<file path="src/rtl/hilo_register.sv">
// HI/LO result register for the shift-add MULTU datapath.
// Counts multiplier iterations while MULTU is held, captures the 64-bit
// product into HI/LO on the edge after the last iteration, and serves
// MFHI/MFLO reads with a stall while a product is still in flight.
//
// Handshake: a read (MFHI/MFLO on Signal) is accepted in any cycle where
// stall is low; while stall is high the consumer must hold the read and
// dataOut is forced to zero.
module hilo_register #(
   parameter int          WIDTH = 32,
   parameter int          ITER  = 32,
   parameter logic [5:0]  MULTU = 6'b011001,
   parameter logic [5:0]  MFHI  = 6'b010000,
   parameter logic [5:0]  MFLO  = 6'b010010
) (
   input  logic                 clk,
   input  logic                 reset,
   input  logic [5:0]           Signal,
   input  logic [2*WIDTH-1:0]   dataIn,
   output logic [WIDTH-1:0]     dataOut,
   output logic                 busy,
   output logic                 stall,
   output logic                 done,
   output logic [1:0]           dbg_state_o,
   output logic [5:0]           dbg_cnt_o
);

   typedef enum logic [1:0] {
      IDLE    = 2'd0,
      COUNT   = 2'd1,
      CAPTURE = 2'd2,
      HOLD    = 2'd3
   } state_t;

   localparam logic [5:0] ITER_C = 6'(ITER);

   state_t            state_q, state_d;
   logic [5:0]        cnt_q, cnt_d;
   logic [WIDTH-1:0]  hi_q, lo_q;
   logic              done_q;
   logic              capture;
   logic              is_multu;
   logic              is_read;

   assign is_multu = (Signal == MULTU);
   assign is_read  = (Signal == MFHI) || (Signal == MFLO);

   // State and iteration counter registers; reset aborts any multiply.
   always_ff @(posedge clk or posedge reset) begin
      if (reset) begin
         state_q <= IDLE;
         cnt_q   <= '0;
      end else begin
         state_q <= state_d;
         cnt_q   <= cnt_d;
      end
   end

   // Next-state logic: count MULTU edges, capture once, then ignore a held MULTU.
   always_comb begin
      state_d = state_q;
      cnt_d   = cnt_q;
      capture = 1'b0;
      case (state_q)
         IDLE: begin
            if (is_multu) begin
               // The multiplier performs iteration 1 on this same edge.
               state_d = COUNT;
               cnt_d   = 6'd1;
            end
         end
         COUNT: begin
            if (!is_multu) begin
               // Aborted multiply: partial product is discarded.
               state_d = IDLE;
               cnt_d   = '0;
            end else begin
               // Saturate at ITER so the counter can never wrap.
               if (cnt_q != ITER_C) begin
                  cnt_d = cnt_q + 6'd1;
               end
               if ((cnt_q + 6'd1 == ITER_C) || (cnt_q == ITER_C)) begin
                  state_d = CAPTURE;
               end
            end
         end
         CAPTURE: begin
            capture = 1'b1;
            cnt_d   = '0;
            state_d = is_multu ? HOLD : IDLE;
         end
         HOLD: begin
            // A MULTU that stays on the bus must not start a second multiply.
            if (!is_multu) begin
               state_d = IDLE;
            end
         end
         default: begin
            state_d = IDLE;
            cnt_d   = '0;
         end
      endcase
   end

   // HI/LO capture and the one-cycle done pulse following the capture edge.
   always_ff @(posedge clk or posedge reset) begin
      if (reset) begin
         hi_q   <= '0;
         lo_q   <= '0;
         done_q <= 1'b0;
      end else begin
         done_q <= capture;
         if (capture) begin
            hi_q <= dataIn[2*WIDTH-1:WIDTH];
            lo_q <= dataIn[WIDTH-1:0];
         end
      end
   end

   // Combinational status and read data; a stalled read returns zero.
   always_comb begin
      busy    = (state_q == COUNT) || (state_q == CAPTURE);
      stall   = is_read && busy;
      dataOut = '0;
      if (!stall) begin
         if (Signal == MFHI) begin
            dataOut = hi_q;
         end else if (Signal == MFLO) begin
            dataOut = lo_q;
         end
      end
   end

   assign done        = done_q;
   assign dbg_state_o = state_q;
   assign dbg_cnt_o   = cnt_q;

endmodule

</file>
<file path="config.mk">
export PLATFORM = sky130hd
export DESIGN_NAME = hilo_register
export DESIGN_NICKNAME = d
export VERILOG_FILES = /design/src/rtl/hilo_register.sv
export SDC_FILE = /design/constraint.sdc
export NUM_CORES = 1
export LEC_CHECK = 0
export CELL_PAD_IN_SITES_DETAIL_PLACEMENT = 1
export CELL_PAD_IN_SITES_GLOBAL_PLACEMENT = 1
export CORE_MARGIN = 2
export CORE_UTILIZATION = 39
export DETAILED_ROUTE_END_ITERATION = 8
export PLACE_DENSITY_LB_ADDON = 0.25
export SETUP_SLACK_MARGIN = 0.05
export SLEW_MARGIN = 20
export SYNTH_ARGS = -nofsm -noshare
export SYNTH_HDL_FRONTEND = slang
export SYNTH_SLANG_ARGS = --single-unit
export TNS_END_PERCENT = 5
</file>
<file path="constraint.sdc">
create_clock -name clk -period 4.2 [get_ports clk]
set_clock_uncertainty 0.1 [all_clocks]
set_input_delay 0.42 -clock clk [delete_from_list [all_inputs] [get_ports clk]]
set_output_delay 0.42 -clock clk [all_outputs]
set_load 0.005 [all_outputs]
</file>
==> results of run 1 <==
==> layout make-up <==
| type | count | share of cell area |
|---|---|---|
| Clock buffer | 10 | 0.0277 |
| Clock inverter | 5 | 0.0161 |
| Inverter | 6 | 0.00479 |
| Multi-Input combinational cell | 185 | 0.321 |
| Sequential cell | 73 | 0.368 |
| Tap cell | 108 | 0.0272 |
| Timing Repair Buffer | 118 | 0.235 |
==> kinds of logic (layout without fill, tap and decap cells) <==
kind of cell	count (synthesis)	in the layout
AO/OA/AOI/OAI	16	16
flip-flops	73	73
adder cells (fa/ha/maj)	8	8
AND/OR/NAND/NOR	63	63
multiplexers	98	98
buffers and inverters	21	139
==> cells in the final DEF (no fill, tap or decap), types with 2 or more instances in the layout <==
master,Yosys,routed
a21oi_1,2,2
buf_4,0,4
nor3_1,4,4
dfrtp_1,73,73
clkinvlp_4,0,2
inv_1,6,5
a22o_1,4,4
nor2_1,37,37
nand3_1,3,3
ha_1,8,7
mux2_2,64,64
mux2i_1,34,34
o21ai_0,7,7
clkbuf_8,0,10
clkinv_2,0,2
nand2_1,6,6
bufinv_16,0,2
clkdlybuf4s50_1,0,113
==> state kept, by name, indices dropped and copies added, names as in the netlist <==
signal / cells
dbg_state_o: 2
done: 1
lo_q: 32
hi_q: 32
dbg_cnt_o: 6
==> stage by stage <==
step           total power [mW]  instance area [sq um]  setup WS, ps  hold slack [ps]  utilization
6_report                   1.99                   4960           868              409        0.569
5_1_grt                    2.11                   4960           735              432        0.569
4_1_cts                    2.03                   4960           845              412        0.569
3_5_place_dp               1.40                   4740          1030              396        0.544
3_3_place_gp               1.37                   4740          1040              389        0.544
2_1_floorplan              1.21                   3490          1830              380            -
==> power by group through the flow <==
stage	sequential, mW	combinational [mW]	clock, mW
6_report	0.937	0.446	0.608
4_1_cts	0.939	0.457	0.632
2_1_floorplan	0.922	0.285	0
3_3_place_gp	0.938	0.429	0
3_5_place_dp	0.952	0.452	0
5_1_grt	0.961	0.493	0.658
==> critical path, stage by stage, from the launching register on <==
cell             delay, ps
dfrtp_1                460
inv_1                  150
ha_1                   390
or4_1                  550
buf_4                  230
nor2_1                 160
clkdlybuf4s50_1        530
==> worst max-delay path by stage <==
stage                                           from                  endpoint  slack [ps]  cells after the start
after CTS                 dbg_state_o[0]$_DFFE_PP0P_               dataOut[14]         850                      6
after floorplan                                reset  dbg_cnt_o[0]$_DFFE_PP0P_        1830                      1
after global placement                     Signal[4]               dataOut[14]        1040                      6
after detailed placement                   Signal[4]               dataOut[14]        1030                      6
after global routing      dbg_state_o[0]$_DFFE_PP0P_               dataOut[14]         730                      6
final                     dbg_state_o[0]$_DFFE_PP0P_               dataOut[14]         870                      6
==> per-layer routing <==
layer	up-vias	share of wire	GRT usage
met4	0	0.011	0.0601
met2	67	0.53	0.320
li1	1195	-	-
met1	1288	0.41	0.224
met3	10	0.042	0.0376
met5	-	0	0
==> results.py, run 1 <==
metrics = {
    "power": {
        "p_comb_frac": 0.224,
        "peakVddDrop_mv": 0.211,
        "sw_frac_of_total": 0.263,
        "leakagePower_nw": 2.25,
        "p_seq_frac": 0.471,
        "powerDensity_nw_per_um2": 401,
        "switchingPower_uw": 524,
        "p_int_mw": 1.47,
        "pwr-share-clk": 0.305,
    },
    "layout": {
        "multi_input_area_sq_um": 1590,
        "nets": 473,
        "area_growth_syn_to_layout_pct": 42.0,
        "drive_gt1_frac": 0.229,
        "fillers": 914,
        "antennaDiodeCount": 0,
        "regArea_sq_um": 1830,
        "fin_cells": 505,
    },
    "synthesis": {
        "synthMuxAreaShare": 0.304,
        "synth-simple-area-share": 0.0863,
        "synthTopCellsByArea": "dfrtp_1 52%, mux2_2 21%, mux2i_1 9.7%",
        "synthAdderAreaFrac": 0.0286,
        "ys.flop_type": "dfrtp_1",
        "syn_inst": 279,
        "ys_warn_count": 0,
        "ys_ff_latch": 73,
        "synth_top_family_by_area": "multiplexers",
        "ys_async_sr_fraction": 1.00,
        "synth_top_cells_by_count": "73 x dfrtp_1, 64 x mux2_2, 37 x nor2_1",
        "syn_area_sq_um": 3490,
        "synthXorXnorAreaFrac": 0,
        "synth_compound_area_frac": 0.0362,
        "synth_enable_flop_cells": 0,
        "synth_top_area_cell": "dfrtp_1",
        "ys_types": 29,
        "synthDominantCellAreaShare": 0.523,
        "syn-num-nets": 359,
        "avgSynthCellArea_sq_um": 12.5,
        "synth_most_common_cell": "dfrtp_1",
        "synth-seq-area-share": 0.523,
    },
    "timing": {
        "fmax_mhz": 300,
        "fin_crit_sh": 0.793,
        "max_slew.worst_pin.slew_ps": 1070,
        "setup-tns-final_ps": 0,
        "relSlewSlack": 0.284,
        "rsz0062_at_grt": "no",
        "finalSetupViolations": 0,
        "final_max_slew_viol_count": 0,
        "hold_viol_final": 0,
        "layout_min_cycle_time_ps": 3330,
    },
    "clock_tree": {
        "cts_resized": 0,
        "holdBufCountCts": 0,
        "path_clk_slew_ps": 80,
        "cts_tree": "yes",
        "htreeDepth": 3,
        "cts_root_buf": "clkbuf_8",
        "cts_setup_buffers": 0,
        "clk_latency_ps": 340,
        "clockBufferDepth": 2,
        "cts_sinks": 73,
        "cts_buffers": 9,
    },
    "routing": {
        "drc": 0,
        "wl_per_cell_microns": 17.1,
        "wl_microns": 8620,
        "vias": 2560,
        "drtIter0Drc": 70,
        "antenna_left": 0,
        "dr.pass1.iters": 6,
        "vias_per_cell": 5.07,
    },
    "global_routing": {
        "grt_pass1_vias": 2770,
        "overflow": 0,
        "antenna_found_initial": 0,
        "grt_pass1_wl_microns": 13900,
        "track_usage": 0.182,
        "grt_max_degree": 68,
    },
    "worst_hold_path": {
        "hold_end": "lo_q[10]$_DFFE_PP0P_",
        "hp-start": "lo_q[10]$_DFFE_PP0P_",
        "min_path_cells": 1,
        "hold_class": "register to register",
    },
    "floorplan": {
        "pin_count": 115,
        "die_height_microns": 98.7,
        "die_x_microns": 98.7,
        "rows": 34,
        "dieArea_sq_um": 9730,
        "design.core.area_sq_um": 8720,
        "initial_core_util": 0.401,
    },
    "outcome": {
        "status": "complete, no violations",
    },
    "critical_path": {
        "required_ps": 3680,
        "critPathArrivalTime_ps": 2810,
        "reg2reg_from": "dbg_state_o[0]$_DFFE_PP0P_",
        "crit_path_start_kind": "register",
        "worst-r2r-setup-slack_ps": 1980,
        "rr_worst_depth": 6,
        "setup.worst_path.class": "register to output pin",
        "critPathMaxFanout": 18,
        "worstSetupEndpointType": "output pin",
        "timing.rr.end": "dbg_cnt_o[0]$_DFFE_PP0P_",
    },
    "placement": {
        "place_congestion": 0.758,
        "place_inst": 490,
        "dpl.hpwl_microns": 6210,
        "portBuffers": 114,
    },
    "job": {
        "cap_viol_max_count": 0,
    },
}
(Power assumes the default switching activity.)
==> run 2, diff against run 1 <==
Settings changed: CORE_UTILIZATION 39 to 32.
Clock period 4.2 ns to 2.81 ns, I/O delays scaled along.
==> run 2 against run 1 <==
Net effect:
- sequential share of layout area down 1.2 points
- clock power up 55%
- power increased by 52%
- global-route usage is 2.5 points lower
- final area rose by 3.3%
- critical endpoint is now dataOut[25]
- the flow now finishes with violations (setup timing)
- critical path depth is the same
- utilization decreased by 9.2 points
- largest cell class unchanged
- combinational power increased by 56%
- cell count up 8.3%
- flip-flop and latch count stayed put
- first-iteration DRC count rose by 24%
==> results.py, run 2 (same netlist as run 1, synthesis figures left out) <==
metrics = {
    "worst_hold_path": {
        "hold_class": "input pin to asynchronous set/reset pin",
    },
    "outcome": {
        "status": "finished, violations left",
        "violations": "setup timing",
    },
    "placement": {
        "place_congestion": 0.773,
        "place_inst": 531,
        "portBuffers": 114,
        "dpl.hpwl_microns": 6290,
    },
    "critical_path": {
        "worstSetupEndpointType": "output pin",
        "rr_worst_depth": 7,
        "setup.worst_path.class": "register to output pin",
        "worst-r2r-setup-slack_ps": 740,
        "crit_path_start_kind": "register",
        "critPathMaxFanout": 14,
        "timing.rr.end": "dbg_cnt_o[4]$_DFFE_PP0P_",
        "reg2reg_from": "dbg_state_o[0]$_DFFE_PP0P_",
        "critPathArrivalTime_ps": 2450,
        "required_ps": 2430,
    },
    "global_routing": {
        "grt_pass1_vias": 2812,
        "track_usage": 0.157,
        "grt_max_degree": 42,
        "grt_pass1_wl_microns": 14100,
        "overflow": 0,
        "antenna_found_initial": 0,
    },
    "power": {
        "sw_frac_of_total": 0.270,
        "switchingPower_uw": 817,
        "p_int_mw": 2.21,
        "leakagePower_nw": 2.42,
        "peakVddDrop_mv": 0.271,
        "powerDensity_nw_per_um2": 591,
        "p_comb_frac": 0.230,
        "p_seq_frac": 0.459,
        "pwr-share-clk": 0.311,
    },
    "timing": {
        "final_max_slew_viol_count": 0,
        "holdWs_ps": 243,
        "fin_crit_sh": 1.01,
        "max_slew.worst_pin.slew_ps": 636,
        "fmax_mhz": 353,
        "relSlewSlack": 0.576,
        "setup_ws_ps": -20.9,
        "rsz0062_at_grt": "yes",
        "hold_viol_final": 0,
        "layout_min_cycle_time_ps": 2830,
        "finalSetupViolations": 5,
    },
    "floorplan": {
        "rows": 38,
        "dieArea_sq_um": 11800,
        "design.core.area_sq_um": 10700,
        "initial_core_util": 0.325,
        "die_height_microns": 109,
        "pin_count": 115,
        "die_x_microns": 109,
    },
    "layout": {
        "drive_gt1_frac": 0.256,
        "fin_cells": 547,
        "area_growth_syn_to_layout_pct": 46.6,
        "nets": 482,
        "utilization": 0.477,
        "layout.cells.most_common": "clkdlybuf4s50_1",
        "layout_common_cells": "106 x clkdlybuf4s50_1, 73 x dfrtp_1, 64 x mux2_2",
        "antennaDiodeCount": 0,
    },
    "routing": {
        "drtIter0Drc": 87,
        "wl_per_cell_microns": 15.9,
        "antenna_left": 0,
        "vias_per_cell": 4.74,
        "dr.pass1.iters": 4,
        "wl_microns": 8680,
        "vias": 2595,
        "drc": 0,
    },
    "clock_tree": {
        "cts_tree": "yes",
        "cts_root_buf": "clkbuf_8",
        "clockBufferDepth": 2,
        "htreeDepth": 3,
        "holdBufCountCts": 0,
        "clk_latency_ps": 340,
        "cts_buffers": 9,
        "cts_sinks": 73,
        "path_clk_slew_ps": 90,
    },
    "job": {
        "cap_viol_max_count": 0,
    },
}
run 2: critical path: stages (launching register included):
cell and delay [ps]:
dfrtp_1 370, inv_2 70, ha_1 310, or4_4 540
buf_6 180, nor2_1 130, clkdlybuf4s50_1 510
run 2: power groups by stage:
stage	combinational (mW)	sequential, mW	clock [mW]
2_1_floorplan	0.426	1.38	0
3_3_place_gp	0.682	1.40	0
3_5_place_dp	0.703	1.41	0
4_1_cts	0.708	1.39	0.983
5_1_grt	0.771	1.42	1.03
6_report	0.696	1.39	0.942
run 2: final cells by class:
cell class,count,area [sq um]
Multi-Input combinational cell,185,1600
Timing Repair Buffer,127,1280
Sequential cell,73,1830
Tap cell,140,175
Fill cell,1196,5620
Inverter,6,22.5
Clock buffer,9,124
Clock inverter,7,100
run 2: worst max path at each step:
stage	start	to	slack (ps)	depth (start not counted)
5_1_grt	dbg_state_o[0]$_DFFE_PP0P_	dataOut[8]	-150	6
4_1_cts	dbg_state_o[0]$_DFFE_PP0P_	dataOut[24]	-80	6
6_report	dbg_state_o[0]$_DFFE_PP0P_	dataOut[25]	-20	6
3_5_place_dp	Signal[4]	dataOut[28]	-70	6
3_3_place_gp	Signal[4]	dataOut[24]	-20	6
2_1_floorplan	reset	dbg_cnt_o[0]$_DFFE_PP0P_	580	1
run 2: stage by stage:
step / setup slack, ps / TNS [ps] / total power, mW / instance area (sq um)
after floorplan: 576 / 0 / 1.81 / 3490
after global placement: -22.8 / -87.2 / 2.08 / 4870
after detailed placement: -68.9 / -226 / 2.11 / 4870
after CTS: -76.7 / -1010 / 3.08 / 5110
after global routing: -145 / -2930 / 3.22 / 5120
final: -20.9 / -45.3 / 3.03 / 5120
run 2: repair_timing:
item | in CTS | in global routing
cloned | 0 | 0
endpoints found under the setup margin | 32 | 30
pin swaps | 0 | 0
buffers inserted | 0 | 0
gates resized for setup | 6 | 6
run 2: layer usage:
layer | global-route usage | share of wire | up-vias
met5 | 0 | 0 | -
met3 | 0.0482 | 0.050 | 6
met4 | 0.0440 | 0.011 | 0
met2 | 0.274 | 0.52 | 61
li1 | - | - | 1225
met1 | 0.185 | 0.42 | 1303
